[config.mk]
export PLATFORM = sky130hd
export DESIGN_NAME = proc_seq_flat
export DESIGN_NICKNAME = d
export VERILOG_FILES = /design/src/rtl/proc_seq_if.sv /design/src/rtl/proc_seq.sv /design/src/flat_wrapper.sv
export SDC_FILE = /design/constraint.sdc
export NUM_CORES = 1
export LEC_CHECK = 0
export CORE_MARGIN = 10
export CORE_UTILIZATION = 40
export DETAILED_ROUTE_END_ITERATION = 10
export PLACE_DENSITY = 0.69
export SLEW_MARGIN = 25
export SYNTH_ARGS = -nofsm -noshare
export SYNTH_HDL_FRONTEND = slang
export SYNTH_SLANG_ARGS = --single-unit
[constraint.sdc]
create_clock -name clock -period 2.2 [get_ports clock]
set_input_delay 0.44 -clock clock [delete_from_list [all_inputs] [get_ports clock]]
set_output_delay 0.44 -clock clock [all_outputs]
set_load 0.02 [all_outputs]
[src/rtl/proc_seq_if.sv]
// Load/control handshake and processor-side program-RAM write/run signals for proc_seq.
interface proc_seq_if;
  logic        start;
  logic        abort;
  logic        ld_valid;
  logic [31:0] ld_data;
  logic        ld_last;
  logic        ld_ready;
  logic [8:0]  p_addr;
  logic        p_wEn;
  logic [31:0] p_wDat;
  logic        p_working;
  logic        busy;
  logic        done;
  logic [9:0]  words;

  modport master (
    output start, abort, ld_valid, ld_data, ld_last,
    input  ld_ready, p_addr, p_wEn, p_wDat, p_working, busy, done, words
  );

  modport slave (
    input  start, abort, ld_valid, ld_data, ld_last,
    output ld_ready, p_addr, p_wEn, p_wDat, p_working, busy, done, words
  );
endinterface

[src/rtl/proc_seq.sv]
// Load-then-run sequencer: streams a program into processor RAM, then holds
// the processor working for words+DRAIN cycles and pulses done.
module proc_seq #(
  parameter int unsigned DEPTH = 512,
  parameter int unsigned DRAIN = 2
) (
  input logic        clock,
  input logic        rst_n,
  proc_seq_if.slave  bus
);

  localparam int unsigned CW = $clog2(DEPTH + DRAIN + 1);

  typedef enum logic [2:0] {
    IDLE,
    LOAD,
    FLUSH,
    RUN,
    DONE
  } state_e;

  state_e          state_q, state_d;
  logic [8:0]      ptr_q, ptr_d;
  logic [8:0]      addr_q, addr_d;
  logic [31:0]     wdat_q, wdat_d;
  logic            wen_q, wen_d;
  logic            work_q, work_d;
  logic            ready_q, ready_d;
  logic            busy_q, busy_d;
  logic            done_q, done_d;
  logic [9:0]      words_q, words_d;
  logic [CW-1:0]   cnt_q, cnt_d;

  always_comb begin
    state_d = state_q;
    ptr_d   = ptr_q;
    addr_d  = addr_q;
    wdat_d  = wdat_q;
    wen_d   = 1'b0;
    work_d  = 1'b0;
    done_d  = 1'b0;
    words_d = words_q;
    cnt_d   = cnt_q;

    case (state_q)
      IDLE: begin
        if (bus.start) begin
          state_d = LOAD;
          ptr_d   = '0;
          words_d = '0;
        end
      end
      LOAD: begin
        // abort wins over a word offered at the same edge
        if (bus.abort) begin
          state_d = IDLE;
        end else if (bus.ld_valid) begin
          wen_d   = 1'b1;
          addr_d  = ptr_q;
          wdat_d  = bus.ld_data;
          ptr_d   = ptr_q + 9'd1;
          words_d = words_q + 10'd1;
          if (bus.ld_last || (words_q == 10'(DEPTH - 1))) begin
            state_d = FLUSH;
          end
        end
      end
      FLUSH: begin
        if (bus.abort) begin
          state_d = IDLE;
        end else begin
          state_d = RUN;
          work_d  = 1'b1;
          cnt_d   = CW'(words_q) + CW'(DRAIN);
        end
      end
      RUN: begin
        if (bus.abort) begin
          state_d = IDLE;
        end else begin
          cnt_d = cnt_q - CW'(1);
          if (cnt_q == CW'(1)) begin
            state_d = DONE;
            done_d  = 1'b1;
          end else begin
            work_d = 1'b1;
          end
        end
      end
      DONE: begin
        state_d = IDLE;
      end
      default: begin
        state_d = IDLE;
      end
    endcase

    // ready/busy are registered copies of the upcoming state
    ready_d = (state_d == LOAD);
    busy_d  = (state_d != IDLE);
  end

  always_ff @(posedge clock) begin
    if (!rst_n) begin
      state_q <= IDLE;
      ptr_q   <= '0;
      addr_q  <= '0;
      wdat_q  <= '0;
      wen_q   <= 1'b0;
      work_q  <= 1'b0;
      ready_q <= 1'b0;
      busy_q  <= 1'b0;
      done_q  <= 1'b0;
      words_q <= '0;
      cnt_q   <= '0;
    end else begin
      state_q <= state_d;
      ptr_q   <= ptr_d;
      addr_q  <= addr_d;
      wdat_q  <= wdat_d;
      wen_q   <= wen_d;
      work_q  <= work_d;
      ready_q <= ready_d;
      busy_q  <= busy_d;
      done_q  <= done_d;
      words_q <= words_d;
      cnt_q   <= cnt_d;
    end
  end

  assign bus.ld_ready  = ready_q;
  assign bus.p_addr    = addr_q;
  assign bus.p_wEn     = wen_q;
  assign bus.p_wDat    = wdat_q;
  assign bus.p_working = work_q;
  assign bus.busy      = busy_q;
  assign bus.done      = done_q;
  assign bus.words     = words_q;

endmodule

[src/flat_wrapper.sv]
// flat-port wrapper written by rule: the top's interface ports become plain ports
module proc_seq_flat 
#(
  parameter int unsigned DEPTH = 512,
  parameter int unsigned DRAIN = 2
)
  (clock, rst_n, bus_start, bus_abort, bus_ld_valid, bus_ld_data, bus_ld_last, bus_ld_ready, bus_p_addr, bus_p_wEn, bus_p_wDat, bus_p_working, bus_busy, bus_done, bus_words);
  proc_seq_if bus_i ();
  input logic clock;
  input logic rst_n;
  input wire logic [$bits(bus_i.start)-1:0] bus_start;
  input wire logic [$bits(bus_i.abort)-1:0] bus_abort;
  input wire logic [$bits(bus_i.ld_valid)-1:0] bus_ld_valid;
  input wire logic [$bits(bus_i.ld_data)-1:0] bus_ld_data;
  input wire logic [$bits(bus_i.ld_last)-1:0] bus_ld_last;
  output wire logic [$bits(bus_i.ld_ready)-1:0] bus_ld_ready;
  output wire logic [$bits(bus_i.p_addr)-1:0] bus_p_addr;
  output wire logic [$bits(bus_i.p_wEn)-1:0] bus_p_wEn;
  output wire logic [$bits(bus_i.p_wDat)-1:0] bus_p_wDat;
  output wire logic [$bits(bus_i.p_working)-1:0] bus_p_working;
  output wire logic [$bits(bus_i.busy)-1:0] bus_busy;
  output wire logic [$bits(bus_i.done)-1:0] bus_done;
  output wire logic [$bits(bus_i.words)-1:0] bus_words;
  assign bus_i.start = bus_start;
  assign bus_i.abort = bus_abort;
  assign bus_i.ld_valid = bus_ld_valid;
  assign bus_i.ld_data = bus_ld_data;
  assign bus_i.ld_last = bus_ld_last;
  assign bus_ld_ready = bus_i.ld_ready;
  assign bus_p_addr = bus_i.p_addr;
  assign bus_p_wEn = bus_i.p_wEn;
  assign bus_p_wDat = bus_i.p_wDat;
  assign bus_p_working = bus_i.p_working;
  assign bus_busy = bus_i.busy;
  assign bus_done = bus_i.done;
  assign bus_words = bus_i.words;
  proc_seq #(.DEPTH(DEPTH), .DRAIN(DRAIN)) u_core (.clock(clock), .rst_n(rst_n), .bus(bus_i));
endmodule
# --- Yosys cells after proc, flatten, opt, wreduce, memory -nomap -nowiden ---
# Index checks and enable logic that the tools add are counted.
op_classes:
  addsub: 4
  eq_ne: 11
  muxes: 25
  n_bitwise: 4
  reduce_logical: 10
ops:
  columns: ["op", "n"]
  rows:
  - ["two-way mux 10 bit", 5]
  - ["case mux 10 bit (2 select lines)", 2]
  - ["two-way mux 9 bit", 3]
  - ["two-way mux 3 bit", 6]
  - ["case mux 9 bit (2 select lines)", 1]
  - ["case mux 3 bit (4 select lines)", 1]
  - ["adder 10 x 1 -> 10 bit (second input constant)", 1]
  - ["adder 10 x 2 -> 10 bit (second input constant)", 1]
  - ["== test 10 x 1 -> 1 bit (second input constant)", 1]
  - ["== test 10 x 9 -> 1 bit (second input constant)", 1]
  - ["!= test 2 bit (second input constant)", 5]
  - ["subtractor 10 x 1 -> 10 bit (second input constant)", 1]
  - ["adder 9 x 1 -> 9 bit (second input constant)", 1]
  - ["== test 3 x 1 -> 1 bit (second input constant)", 2]
  - ["== test 3 x 2 -> 1 bit (second input constant)", 2]
  - ["AND reduction 3 bit", 2]
  - ["OR reduction 3 bit", 2]
  - ["two-way mux 1 bit", 5]
  - ["inverter 1 bit", 4]
  - ["AND reduction 4 bit", 1]
  - ["nonzero test 2 bit", 2]
  - ["zero test 3 bit", 1]
  - ["nonzero test 3 bit", 1]
  - ["two-way mux 2 bit", 1]
  - ["2 further kinds", 2]
word_totals:
  regBits: 78
  in_bits: 38
  output_inout_bits: 56
  word_cells: 65

# --- Longest topological paths before layout ---
# Gate-level depths: netlist of run 1.
depth:
  depth_word: 7
  mapped_depth: 6
  depth_no_buf: 6

# --- Worst setup path before layout of run 1 ---
# No wires, ideal clock.
synth_timing:
  kind: "reg2reg"
  from: "register u_core.cnt_q[0]"
  to: "register u_core.cnt_q[6]"
  setup_time_ps: 117
  arrival_time_ps: 1667
  required_time_ps: 2083
  setup_slack_ps: 416
  stages_incl_launch_ff: 7
  n_path_buf: 0
  period_less_slack_ps: 1784
  cell_sequence: "dfxtp_1 > inv_1 > ha_1 > or4b_2 > o21ai_0 > nand2_1 > a32o_1"
synth_via:
  elab_chain_cells: 3
synth_lines:
  columns: ["element", "line", "text"]
  rows:
  - ["from (decl)", "proc_seq.sv:32", "logic [CW-1:0] cnt_q, cnt_d;"]
  - ["from (signal assigned)", "proc_seq.sv:127", "cnt_q <= cnt_d;"]
  - ["subtractor 10 x 1 -> 10 bit", "proc_seq.sv:81", "cnt_d = cnt_q - CW'(1);"]
  - ["two-way mux 10 bit", "proc_seq.sv:78", "if (bus.abort) begin"]
  - ["case mux 10 bit (2 select lines)", "proc_seq.sv:45", "case (state_q)"]
# No other way between the ends. The select of a mux whose other input is x is not followed.
# A chain may end at the register's enable or synchronous reset.

# --- Final worst setup path of run 1 ---
# Same ends and word-level chain as after synthesis.

==> reports/metrics.yaml, run 1 <==
status: "complete, no violations"
synth_common_cells: "nand2_1 (102), dfxtp_1 (78), a21oi_1 (61), nor2_1 (23), o21ai_0 (16)"
ir_drop_mv: 0.364
drc_errors: 0
clkSinkCount: 78
post-cts-setup-buffer-count: 0
setup_ws_ns: 0.232
synth-edff-count: 0
syn_avg_cell_area_um2: 8.05
pre_cts_ws_ns: 0.0495
yosysUniqueCellTypes: 48
dieHeight_um: 111
ys.warnings.count: 0
muxShareOfSynthArea_pct: 0.602
power_mw: 2.77
ctsHtreeMaxLevel: 3
first_pass_iters: 4
syn_inst: 413
ys_ff_latch: 78
area_growth_pct: 39.7
fp.dieW_um: 111
synth_top_area_share_pct: 47.0
maxCapViolations: 0
vias: 3223
timing.final.max_slew_violations: 0
numCtsBuffers: 9
async_flop_share_pct: 0
fin_crit_sh_pct: 89.5
layout-drive-gt1-share_pct: 7.77
synth_most_common_cell: "nand2_1"
ys.flop_type: "dfxtp_1"
synthXorXnorAreaFrac_pct: 2.90
grt_pass1_wl_mm: 15.8
synthAdderAreaFrac_pct: 1.88
leakagePower_nw: 1.58
initial_core_util_pct: 40.9
yosysSeqAreaShare_pct: 47.0
wl_mm: 9.35
grt_max_degree: 49
post-route-min-period_ns: 1.97
worstSkewPairLatency_ns: 0.35
syn_area_um2: 3330
die-area_um2: 12400
tritoncts: "done"
root_buffer: "clkbuf_8"
critPathKind: "reg2reg"
grt.overflow.total: 0
fp-row-count: 33
cp.arrival_ns: 2.21
synth_top_family_by_area: "simple AND/OR/NAND/NOR gates"
synth-simple-area-share_pct: 24.4
dp_hpwl_mm: 6.77
tightest_slew_ns: 0.443
cts_hold_buf: 0
gp_congestion: 0.902
finalCoreUtilization_pct: 57.1
worstSetupStartpointType: "register"
finalSetupViolations: 0
clk_path_buf_depth: 2
setup-tns-final_ns: 0
cellPowerDensity_nw_per_um2: 596
ant_nets: 0
yosys.area.top_type: "dfxtp_1"
fin_nets: 553
cts_resized: 0
slew_headroom_pct: 70.2
hp-class: "reg2reg"
cp_max_fo: 7
hold_viol: 0
grt.total_usage_pct: 15.1
rsz0062_at_grt: "false"
io_pins: 94
fmax_mhz: 508
cp-end-kind: "register"
clk_pin_slew_ns: 0.08
dr.first_iter.drc_count: 222
coreArea_um2: 8130
n_antenna_cell: 0
grt_antenna_before_repair: 0
grt_pass1_vias: 3212
skew_ns: 0.0141
place.port_buffers: 93
synth-compound-area-share_pct: 19.3
wl_per_cell_um: 15.1
viasPerCell: 5.20
required_ns: 2.44
syn-num-nets: 456
synthTopCellsByArea: "dfxtp_1 (47%), nand2_1 (12%), a21oi_1 (9.2%)"
[power breakdown]
group | internal (mW) | total [mW] | switching (mW)
Clock | 0.532 | 1.08 | 0.550
Sequential | 1.43 | 1.45 | 0.0150
Combinational | 0.127 | 0.243 | 0.117
Total | 2.09 | 2.77 | 0.681
[flip-flops by register name, indices dropped and copies added (netlist names)]
signal / flops
u_core.bus.p_wDat: 32
u_core.bus.words: 10
u_core.cnt_q: 10
u_core.bus.p_addr: 9
u_core.ptr_q: 9
u_core.state_q: 3
u_core.bus.busy: 1
u_core.bus.done: 1
u_core.bus.ld_ready: 1
u_core.bus.p_wEn: 1
u_core.bus.p_working: 1
[worst max-delay path, cell delays in order (launching register included)]
cell     delay, ns
dfxtp_1       0.38
inv_1         0.08
ha_1          0.25
or4b_2        0.65
o21ai_0       0.20
nand2_1       0.07
a32o_1        0.25
[cell usage in the layout, fill, tap and decap left out, drive strengths merged, types with 3 or more instances in the layout]
cell and instances:
nand2 103, dfxtp 78, clkinvlp 3, o2111ai 5
nor3 9, o21a 3, nor2 23, clkdlybuf4s50 93
o21ai 17, or3 8, buf 18, xor2 8
clkbuf 10, a21oi 61, ha 5, o211ai 6
inv 8, and2 4, or4 3, nand3 8
xnor2 3, a31oi 4
[metal layers]
layer / GRT usage (%) / wire (µm) / part of all wire (%) / vias to the layer above
li1: - / - / - / 1623
met5: 0 / 0 / 0 / -
met1: 17.3 / 3890 / 42 / 1481
met4: 7.97 / 281 / 3.0 / 0
met3: 4.11 / 544 / 5.8 / 21
met2: 25.1 / 4630 / 50 / 98
[per-stage QoR]
step                cells  area (µm²)  hold slack (ns)
floorplan             413        3330            0.437
global placement      604        4450            0.442
detailed placement    604        4450            0.446
CTS                   620        4650            0.458
global route          620        4650            0.479
finish                620        4650            0.456
[path summary, 6_finish.rpt]
| path | slack, ns | from | to | cells past startpoint |
|---|---|---|---|---|
| worst min-delay path | 0.46 | u_core.bus.p_wDat[27] | u_core.bus.p_wDat[27] | 2 |
| worst max-delay path | 0.23 | u_core.cnt_q[0] | u_core.cnt_q[6] | 6 |
| worst min register to register | 0.46 | u_core.bus.p_wDat[27] | u_core.bus.p_wDat[27] | 2 |
| worst max register to register | 0.23 | u_core.cnt_q[0] | u_core.cnt_q[6] | 6 |
[kinds of logic after synthesis]
group                    count (synthesis)
XOR/XNOR                                11
AO/OA/AOI/OAI                          109
buffers and inverters                   31
multiplexers                             2
adder cells (fa/ha/maj)                  5
AND/OR/NAND/NOR                        177
flip-flops                              78
[area by class of cell]
class,instances,area [µm²]
Clock buffer,10,128
Timing Repair Buffer,111,1100
Multi-Input combinational cell,304,1630
Tap cell,105,131
Fill cell,744,3490
Sequential cell,78,1560
Clock inverter,6,70.1
Inverter,6,22.5
Note: power is estimated with default switching activity, not from simulation.
==> inputs of run 2 (changes only) <==
--- a/config.mk
+++ b/config.mk
@@ -7,9 +7,9 @@
 export LEC_CHECK = 0
 export CORE_MARGIN = 10
 export CORE_UTILIZATION = 40
+export CTS_CLUSTER_SIZE = 14
 export DETAILED_ROUTE_END_ITERATION = 10
 export PLACE_DENSITY = 0.69
-export SLEW_MARGIN = 25
 export SYNTH_ARGS = -nofsm -noshare
 export SYNTH_HDL_FRONTEND = slang
 export SYNTH_SLANG_ARGS = --single-unit
==> results of run 2 <==
Final layout, timing and power as in run 1 (identical DEF).
